===== src/rtl/mips_pkg.sv =====
// Shared types and constants for the MIPS result serializer.
// A record is the fail flag plus the six register snapshots of one instruction.
package mips_pkg;

    localparam logic [7:0]  HEADER_BYTE   = 8'hA5;
    localparam int unsigned DEPTH_DEFAULT = 4;
    localparam int unsigned NUM_REGS      = 6;

    typedef struct packed {
        logic                      fail;
        logic [NUM_REGS-1:0][15:0] r;
    } rec_t;

    typedef enum logic [1:0] {
        IDLE,
        HEAD,
        DATA
    } state_e;

    function automatic logic [15:0] header_word(input logic fail);
        return {HEADER_BYTE, 7'b0, fail};
    endfunction

endpackage


===== src/rtl/mips_rec_fifo.sv =====
// Record FIFO with wrapping pointers; pushes while full are ignored here and
// flagged by the caller. A freshly written entry becomes visible one cycle later.
module mips_rec_fifo
    import mips_pkg::*;
#(
    parameter int unsigned DEPTH = DEPTH_DEFAULT
) (
    input  logic clk,
    input  logic rst,
    input  logic push,
    input  rec_t push_rec,
    input  logic pop,
    output logic full,
    output logic empty,
    output rec_t head
);

    localparam int unsigned PTR_W = (DEPTH > 1) ? $clog2(DEPTH) : 1;
    localparam int unsigned CNT_W = $clog2(DEPTH + 1);

    rec_t             mem_q [DEPTH];
    logic [PTR_W-1:0] wr_ptr_q, wr_ptr_d;
    logic [PTR_W-1:0] rd_ptr_q, rd_ptr_d;
    logic [CNT_W-1:0] count_q, count_d;
    logic             was_empty_q, was_empty_d;
    logic             push_ok, pop_ok;

    function automatic logic [PTR_W-1:0] ptr_inc(input logic [PTR_W-1:0] p);
        return (p == PTR_W'(DEPTH - 1)) ? '0 : p + PTR_W'(1);
    endfunction

    // Empty also covers the cycle right after the count leaves zero, which
    // gives the reader a settled head entry before it commits to a header.
    assign full    = (count_q == CNT_W'(DEPTH));
    assign empty   = (count_q == '0) || was_empty_q;
    assign head    = mem_q[rd_ptr_q];
    assign push_ok = push && !full;
    assign pop_ok  = pop && (count_q != '0);

    always_comb begin
        wr_ptr_d    = push_ok ? ptr_inc(wr_ptr_q) : wr_ptr_q;
        rd_ptr_d    = pop_ok  ? ptr_inc(rd_ptr_q) : rd_ptr_q;
        count_d     = count_q + CNT_W'(push_ok) - CNT_W'(pop_ok);
        was_empty_d = (count_q == '0);
    end

    // NOTE: sequential state uses non-blocking assignment so every flop samples pre-edge values.
    always_ff @(posedge clk or posedge rst) begin
        if (rst) begin
            wr_ptr_q    <= '0;
            rd_ptr_q    <= '0;
            count_q     <= '0;
            was_empty_q <= 1'b1;
        end else begin
            wr_ptr_q    <= wr_ptr_d;
            rd_ptr_q    <= rd_ptr_d;
            count_q     <= count_d;
            was_empty_q <= was_empty_d;
        end
    end

    // NOTE: storage is not reset; the occupancy count alone decides what is valid.
    always_ff @(posedge clk) begin
        if (push_ok) begin
            mem_q[wr_ptr_q] <= push_rec;
        end
    end

endmodule


===== src/rtl/mips_out_serializer.sv =====
// Buffers MIPS result records and streams each one as a header word followed
// by six register words (header only for failed instructions).
module mips_out_serializer
    import mips_pkg::*;
#(
    parameter int unsigned DEPTH = DEPTH_DEFAULT
) (
    input  logic        clk,
    input  logic        rst,
    input  logic        in_valid,
    input  logic        in_fail,
    input  logic [15:0] in_r0,
    input  logic [15:0] in_r1,
    input  logic [15:0] in_r2,
    input  logic [15:0] in_r3,
    input  logic [15:0] in_r4,
    input  logic [15:0] in_r5,
    output logic        out_valid,
    input  logic        out_ready,
    output logic [15:0] out_data,
    output logic        overflow
);

    rec_t        in_rec, head;
    logic        full, empty, pop, handshake;
    state_e      state_q, state_d;
    logic [2:0]  idx_q, idx_d;
    logic        out_valid_q, out_valid_d;
    logic [15:0] out_data_q, out_data_d;
    logic        overflow_q, overflow_d;

    assign in_rec.fail = in_fail;
    assign in_rec.r    = {in_r5, in_r4, in_r3, in_r2, in_r1, in_r0};

    mips_rec_fifo #(.DEPTH(DEPTH)) u_fifo (
        .clk      (clk),
        .rst      (rst),
        .push     (in_valid),
        .push_rec (in_rec),
        .pop      (pop),
        .full     (full),
        .empty    (empty),
        .head     (head)
    );

    assign handshake = out_valid_q && out_ready;

    // NOTE: every output of this block gets a default first, so no latch can be inferred.
    always_comb begin
        state_d     = state_q;
        idx_d       = idx_q;
        out_valid_d = out_valid_q;
        out_data_d  = out_data_q;
        pop         = 1'b0;
        overflow_d  = overflow_q || (in_valid && full);

        unique case (state_q)
            IDLE: begin
                out_valid_d = 1'b0;
                if (!empty) begin
                    out_data_d  = header_word(head.fail);
                    out_valid_d = 1'b1;
                    state_d     = HEAD;
                end
            end
            HEAD: begin
                if (handshake) begin
                    if (head.fail) begin
                        pop         = 1'b1;
                        out_valid_d = 1'b0;
                        state_d     = IDLE;
                    end else begin
                        out_data_d = head.r[0];
                        idx_d      = 3'd0;
                        state_d    = DATA;
                    end
                end
            end
            DATA: begin
                if (handshake) begin
                    if (idx_q == 3'd5) begin
                        pop         = 1'b1;
                        out_valid_d = 1'b0;
                        idx_d       = 3'd0;
                        state_d     = IDLE;
                    end else begin
                        idx_d      = idx_q + 3'd1;
                        out_data_d = head.r[idx_d];
                    end
                end
            end
            default: state_d = IDLE;
        endcase
    end

    always_ff @(posedge clk or posedge rst) begin
        if (rst) begin
            state_q     <= IDLE;
            idx_q       <= '0;
            out_valid_q <= 1'b0;
            out_data_q  <= '0;
            overflow_q  <= 1'b0;
        end else begin
            state_q     <= state_d;
            idx_q       <= idx_d;
            out_valid_q <= out_valid_d;
            out_data_q  <= out_data_d;
            overflow_q  <= overflow_d;
        end
    end

    assign out_valid = out_valid_q;
    assign out_data  = out_data_q;
    assign overflow  = overflow_q;

endmodule


===== config.mk =====
export PLATFORM = sky130hd
export DESIGN_NAME = mips_out_serializer
export DESIGN_NICKNAME = d
export VERILOG_FILES = /design/src/rtl/mips_pkg.sv /design/src/rtl/mips_rec_fifo.sv /design/src/rtl/mips_out_serializer.sv
export SDC_FILE = /design/constraint.sdc
export NUM_CORES = 1
export LEC_CHECK = 0
export CORE_UTILIZATION = 58
export DETAILED_ROUTE_END_ITERATION = 10
export GPL_TIMING_DRIVEN = 0
export PLACE_DENSITY = 0.76
export SYNTH_ARGS = -nofsm -noshare
export SYNTH_HDL_FRONTEND = slang
export SYNTH_SLANG_ARGS = --single-unit

===== constraint.sdc =====
create_clock -name clk -period 4.3 [get_ports clk]
set_clock_uncertainty 0.05 [all_clocks]
set_input_delay 0.86 -clock clk [delete_from_list [all_inputs] [get_ports clk]]
set_output_delay 0.86 -clock clk [all_outputs]
set_load 0.01 [all_outputs]

==> results of run 1 <==
-- registers in the layout, summed over array words and instances, names as in the netlist --
name,flops
u_fifo.count_q,3
state_q,2
u_fifo.was_empty_q,1
out_data,16
u_fifo.mem_q,388
out_valid,1
idx_q,3
u_fifo.wr_ptr_q,2
u_fifo.rd_ptr_q,2
overflow,1
-- metrics by stage --
step / instances / power [mW]
finish: 1362 / 13.15
floorplan: 788 / 8.281
detailed placement: 1283 / 9.582
CTS: 1361 / 13.24
global route: 1362 / 13.71
global placement: 1278 / 9.517
-- synthesized netlist by cell type, drive strengths merged, types with 2 or more instances --
library cell	count	area share, %
o21ai	24	0.76
mux2	10	0.69
clkbuf	12	0.28
dfrtp	30	4.6
ha	13	1.0
nand2b	2	0.077
nor2	11	0.25
o22ai	21	0.81
nor3	6	0.18
o311ai	2	0.11
mux4	93	13
o31ai	2	0.092
inv	31	0.71
a21oi	7	0.22
a41oi	3	0.16
nor4	5	0.19
o221ai	3	0.16
nand2	25	0.58
mux2i	29	1.8
xnor2	3	0.16
buf	24	0.68
nor2b	18	0.69
nand3	4	0.12
edfxtp	388	72
a211oi	3	0.14
and2	6	0.23
-- area by class of cell --
class,count,area (um2),share of cell area (%)
Clock inverter,23,226.5,1.161
Inverter,31,116.4,0.5968
Timing Repair Buffer,124,1346,6.905
Clock buffer,55,1164,5.968
Tap cell,372,465.4,2.387
Sequential cell,419,12430,63.74
Multi-Input combinational cell,302,3597,18.45
Buffer,36,155.1,0.7957
-- cell families (layout without fill, tap and decap cells) --
family | after synthesis | after routing | synth area share, %
mux | 132 | 132 | 15.33
flops | 419 | 419 | 76.31
xor+xnor | 4 | 4 | 0.2151
simple gates | 81 | 81 | 2.597
compound gates | 71 | 71 | 2.758
buf+inv | 67 | 269 | 1.667
fa+ha+maj | 14 | 14 | 1.122
-- worst min path at each step --
stage	slack, ns	start	end
after CTS	0.42	overflow$_DFF_PP0_	overflow$_DFF_PP0_
after floorplan	0.38	u_fifo.count_q[0]$_DFF_PP0_	u_fifo.was_empty_q$_DFF_PP1_
after global routing	0.44	overflow$_DFF_PP0_	overflow$_DFF_PP0_
after global placement	0.40	overflow$_DFF_PP0_	overflow$_DFF_PP0_
final	0.42	overflow$_DFF_PP0_	overflow$_DFF_PP0_
after detailed placement	0.41	overflow$_DFF_PP0_	overflow$_DFF_PP0_
-- power groups by stage --
stage	clock (mW)	sequential (mW)	combinational (mW)
after global placement	0	5.79	3.73
after floorplan	0	5.71	2.58
final	3.64	5.62	3.88
after detailed placement	0	5.70	3.88
after global routing	3.85	5.68	4.17
after CTS	3.69	5.63	3.92
-- per-layer routing --
metal | global-route usage (%) | vias to the layer above | routed length, um
met3 | 3.825 | 48 | 2177
met2 | 37.99 | 302 | 16310
li1 | - | 3563 | -
met5 | 0 | - | 13
met1 | 34.21 | 4143 | 13760
met4 | 5.954 | 2 | 506
-- worst max-delay path: stages (launching register included) --
cell,delay [ns]
dfrtp_1,0.42
inv_1,0.12
ha_1,0.24
clkbuf_1,0.38
and2_1,0.26
nor2_1,0.06
o2111ai_1,0.20
inv_1,0.09
ha_1,0.30
inv_1,0.06
ha_1,0.13
inv_1,0.05
fa_1,0.41
xnor2_1,0.19
xnor2_1,0.14
==> flow_summary.json, run 1 <==
{
  "status": "finished, final reports clean",
  "clk_path_buf_depth": 3,
  "grt_pass1_wl_um": 48910,
  "drt_iter0_drc": 718,
  "hold_buffers": 0,
  "hpwl_um": 20970,
  "via_per_inst": 5.916,
  "place_ws_ns": 0.7849,
  "core_area_um2": 27250,
  "cp.arrival_ns": 3.57,
  "dpl_cell_area_um2": 18080,
  "cp-startpoint": "state_q[0]$_DFFE_PP0P_",
  "maxCapViolCount": 0,
  "dr.pass1.iters": 5,
  "fin_setup_tns_ns": 0,
  "max_freq_mhz": 315.6,
  "start_util_pct": 59.77,
  "r2r_cells": 14,
  "antenna_found_initial": 1,
  "r2r-end": "u_fifo.count_q[2]$_DFF_PP0_",
  "p_seq_share_pct": 42.8,
  "grt_pass1_vias": 8177,
  "gp_congestion": 0.8608,
  "whs_ns": 0.4205,
  "synthesis.area_um2": 16290,
  "synth_fp_nets": 903,
  "ys_warn_count": 0,
  "syn_avg_cell_area_um2": 20.67,
  "grt_overflow": 0,
  "netlist_instances": 788,
  "rsz0062_at_grt": "false",
  "ant_nets": 0,
  "finalCritPeriodShare_pct": 73.69,
  "fin_nets": 1071,
  "p_leak_nw": 6.623,
  "ys_ff_latch": 419,
  "p_int_mw": 9.303,
  "totalWireLength_um": 32770,
  "worstPathMaxFanout": 10,
  "area_delta_synth_final_pct": 19.72,
  "clk_pin_slew_ns": 0.06,
  "h-tree-depth": 2,
  "critPathCaptureType": "flip-flop",
  "critical_path_class": "reg2reg",
  "placement.io_buffers": 118,
  "hp-class": "reg2reg",
  "p_per_area_nw_per_um2": 674.2,
  "power_frac_clock_pct": 27.7,
  "drv_slew": 0,
  "final_common_cell": "edfxtp_1",
  "min_period_ns": 3.169,
  "insertion_delay_ns": 0.53,
  "wl_per_cell_um": 24.06,
  "required_ns": 4.70,
  "worstReg2RegStart": "state_q[0]$_DFFE_PP0P_",
  "drc": 0,
  "fin_ws_ns": 1.131,
  "endpoint": "u_fifo.count_q[2]$_DFF_PP0_",
  "via_count": 8058,
  "combPwrFrac_pct": 29.5,
  "dieArea_um2": 28760,
  "die_y_um": 169.6,
  "p_sw_share_pct": 29.23,
  "regToRegSetupSlack_ns": 1.13,
  "setup_viol": 0,
  "cts_tree": "yes",
  "post_cts_buffers": 0,
  "drive_above_1_share_pct": 19.29,
  "grt_max_degree": 56,
  "die_w_um": 169.6,
  "synth-edff-count": 388,
  "switchingPower_mw": 3.843,
  "ios": 119,
  "cts_made_buffers": 42,
  "cts.sinks": 419,
  "synth_cell_type_count": 42,
  "fin_util_pct": 71.55,
  "async_reset_ff_share_pct": 7.399,
  "cts_resized": 0,
  "ir_worst_vdd_mv": 0.3767,
  "grtUsageTotal_pct": 23.55,
  "ys.flop_type": "edfxtp_1",
  "whs_path_depth": 1,
  "antenna_cells": 0,
  "nFillCells": 1628,
  "worst_slew_pin_slew_ns": 1.007,
  "final_cell_mix": "edfxtp_1 (388), clkdlybuf4s50_1 (118), mux4_2 (93)",
  "maxSlewHeadroom_pct": 32.88,
  "hold_violations": 0,
  "ys_seq_area_share_pct": 76.31,
  "cts_root_buf": "clkbuf_16",
  "worst_setup_path_start_kind": "flip-flop",
  "placementRows": 60,
  "fin_area_um2": 19500
}
Power figures use the tool's default switching activity.
==> run 2, diff against run 1 <==
clock period = 3.2 ns   (was 4.3 ns; I/O delays follow)
==> run 2 against run 1 <==
Final area decreased by 0.71%. Largest power group unchanged. Total power rose by 32%. Critical path depth down 7. Sequential share of layout area is 0.46 points higher. Via count rose by 2.3%. Global-route usage rose by 0.39 points. Wire length up 0.84%. Register-to-register slack worse by 0.90 ns.
==> flow_summary.json, run 2 (synthesis gave the netlist of run 1 again) <==
{
  "status": "finished, final reports clean",
  "cts_tree": "yes",
  "cts_root_buf": "clkbuf_16",
  "p_per_area_nw_per_um2": 896.2,
  "insertion_delay_ns": 0.54,
  "largest_register": "u_fifo.mem_q",
  "whs_ns": 0.3179,
  "placement.io_buffers": 118,
  "p_leak_nw": 6.552,
  "drv_slew": 0,
  "final_common_cell": "edfxtp_1",
  "start_util_pct": 59.77,
  "required_ns": 3.56,
  "clk_pin_slew_ns": 0.06,
  "min_period_ns": 2.972,
  "grt_overflow": 0,
  "antenna_cells": 0,
  "grt_max_degree": 60,
  "maxSlewHeadroom_pct": 35.26,
  "grt_pass1_wl_um": 49590,
  "cp.arrival_ns": 3.34,
  "cts_resized": 0,
  "drt_iter0_drc": 871,
  "worst_setup_path_start_kind": "flip-flop",
  "fin_ws_ns": 0.2280,
  "hold_violations": 0,
  "ios": 119,
  "ant_nets": 0,
  "antenna_found_initial": 1,
  "cts.sinks": 419,
  "via_count": 8245,
  "critical_path_class": "reg2reg",
  "maxCapViolCount": 0,
  "worstPathMaxFanout": 10,
  "dieArea_um2": 28760,
  "worst_slew_pin_slew_ns": 0.9711,
  "worstReg2RegStart": "u_fifo.rd_ptr_q[1]$_DFFE_PP0P_",
  "place_ws_ns": -0.01357,
  "max_freq_mhz": 336.5,
  "largest_reg_flops": 388,
  "hpwl_um": 20790,
  "finalCritPeriodShare_pct": 92.88,
  "drive_above_1_share_pct": 18.95,
  "r2r_cells": 7,
  "placementRows": 60,
  "via_per_inst": 6.067,
  "gp_congestion": 0.8516,
  "h-tree-depth": 2,
  "hold_buffers": 0,
  "die_y_um": 169.6,
  "cp-startpoint": "u_fifo.rd_ptr_q[1]$_DFFE_PP0P_",
  "die_w_um": 169.6,
  "post_cts_buffers": 0,
  "rsz0062_at_grt": "false",
  "final_cell_mix": "edfxtp_1 (388), clkdlybuf4s50_1 (118), mux4_2 (93)",
  "area_delta_synth_final_pct": 18.87,
  "nFillCells": 1639,
  "grt_pass1_vias": 8385,
  "dr.pass1.iters": 5,
  "grtUsageTotal_pct": 23.94,
  "hp-class": "in2async",
  "wl_per_cell_um": 24.31,
  "power_mw": 17.35,
  "cts_made_buffers": 42,
  "clk_path_buf_depth": 3,
  "setup_viol": 0,
  "fin_nets": 1070,
  "core_area_um2": 27250,
  "critPathCaptureType": "flip-flop",
  "ir_worst_vdd_mv": 0.4967,
  "totalWireLength_um": 33040,
  "drc": 0
}
-- run 2: cell count changes in the layout (fill, tap and decap cells not counted), moves of 2 or more --
cell and change:
clkinv_2 -3, inv_6 +2, clkbuf_16 -3, bufinv_16 -3
-- run 2: worst max-delay path, cell delays in order, from the launching register on --
cell and delay (ns):
dfrtp_1 0.46, buf_2 0.37, buf_1 0.57, mux4_2 0.41, mux2i_1 0.34, o22ai_1 0.18, nor4_1 0.38, a21oi_1 0.09
-- run 2: final timing paths --
check	endpoint	slack [ns]
worst max-delay path	out_data[4]$_DFFE_PP0P_	0.23
worst min-delay path	u_fifo.count_q[0]$_DFF_PP0_	0.32
worst max register to register	out_data[4]$_DFFE_PP0P_	0.23
worst min register to register	overflow$_DFF_PP0_	0.42
max in group asynchronous	u_fifo.was_empty_q$_DFF_PP1_	2.29
min in group clk	overflow$_DFF_PP0_	0.42
-- run 2: cell type report --
type,instances,area (um2),area share [%]
Clock buffer,55,1110,5.733
Tap cell,372,465.4,2.404
Buffer,36,158.9,0.8208
Timing Repair Buffer,123,1319,6.812
Multi-Input combinational cell,302,3603,18.61
Sequential cell,419,12430,64.20
Inverter,31,116.4,0.6010
Clock inverter,21,158.9,0.8208
-- run 2: metrics by stage --
step / setup TNS [ns] / cell area (um2) / std cells / utilization (%)
3_3_place_gp: -419.07 / 17940 / 1278 / 65.83
6_report: 0 / 19360 / 1359 / 71.04
3_5_place_dp: -0.3941 / 18050 / 1282 / 66.25
2_1_floorplan: 0 / 16290 / 788 / -
4_1_cts: 0 / 19320 / 1358 / 70.90
5_1_grt: 0 / 19360 / 1359 / 71.04
-- run 2: power breakdown --
part / switching [mW] / leakage (nW) / total, mW / internal [mW]
clock network: 1.95 / 0.618 / 4.56 / 2.61
registers: 0.332 / 3.94 / 7.56 / 7.23
logic: 2.93 / 1.99 / 5.24 / 2.30
-- run 2: layer usage --
layer / part of all wire, % / global-route usage (%) / wire [um]
met1: 41 / 34.15 / 13600
met2: 49 / 37.75 / 16030
met3: 7.3 / 4.548 / 2426
met4: 2.9 / 8.226 / 966
met5: 0.039 / 0 / 13
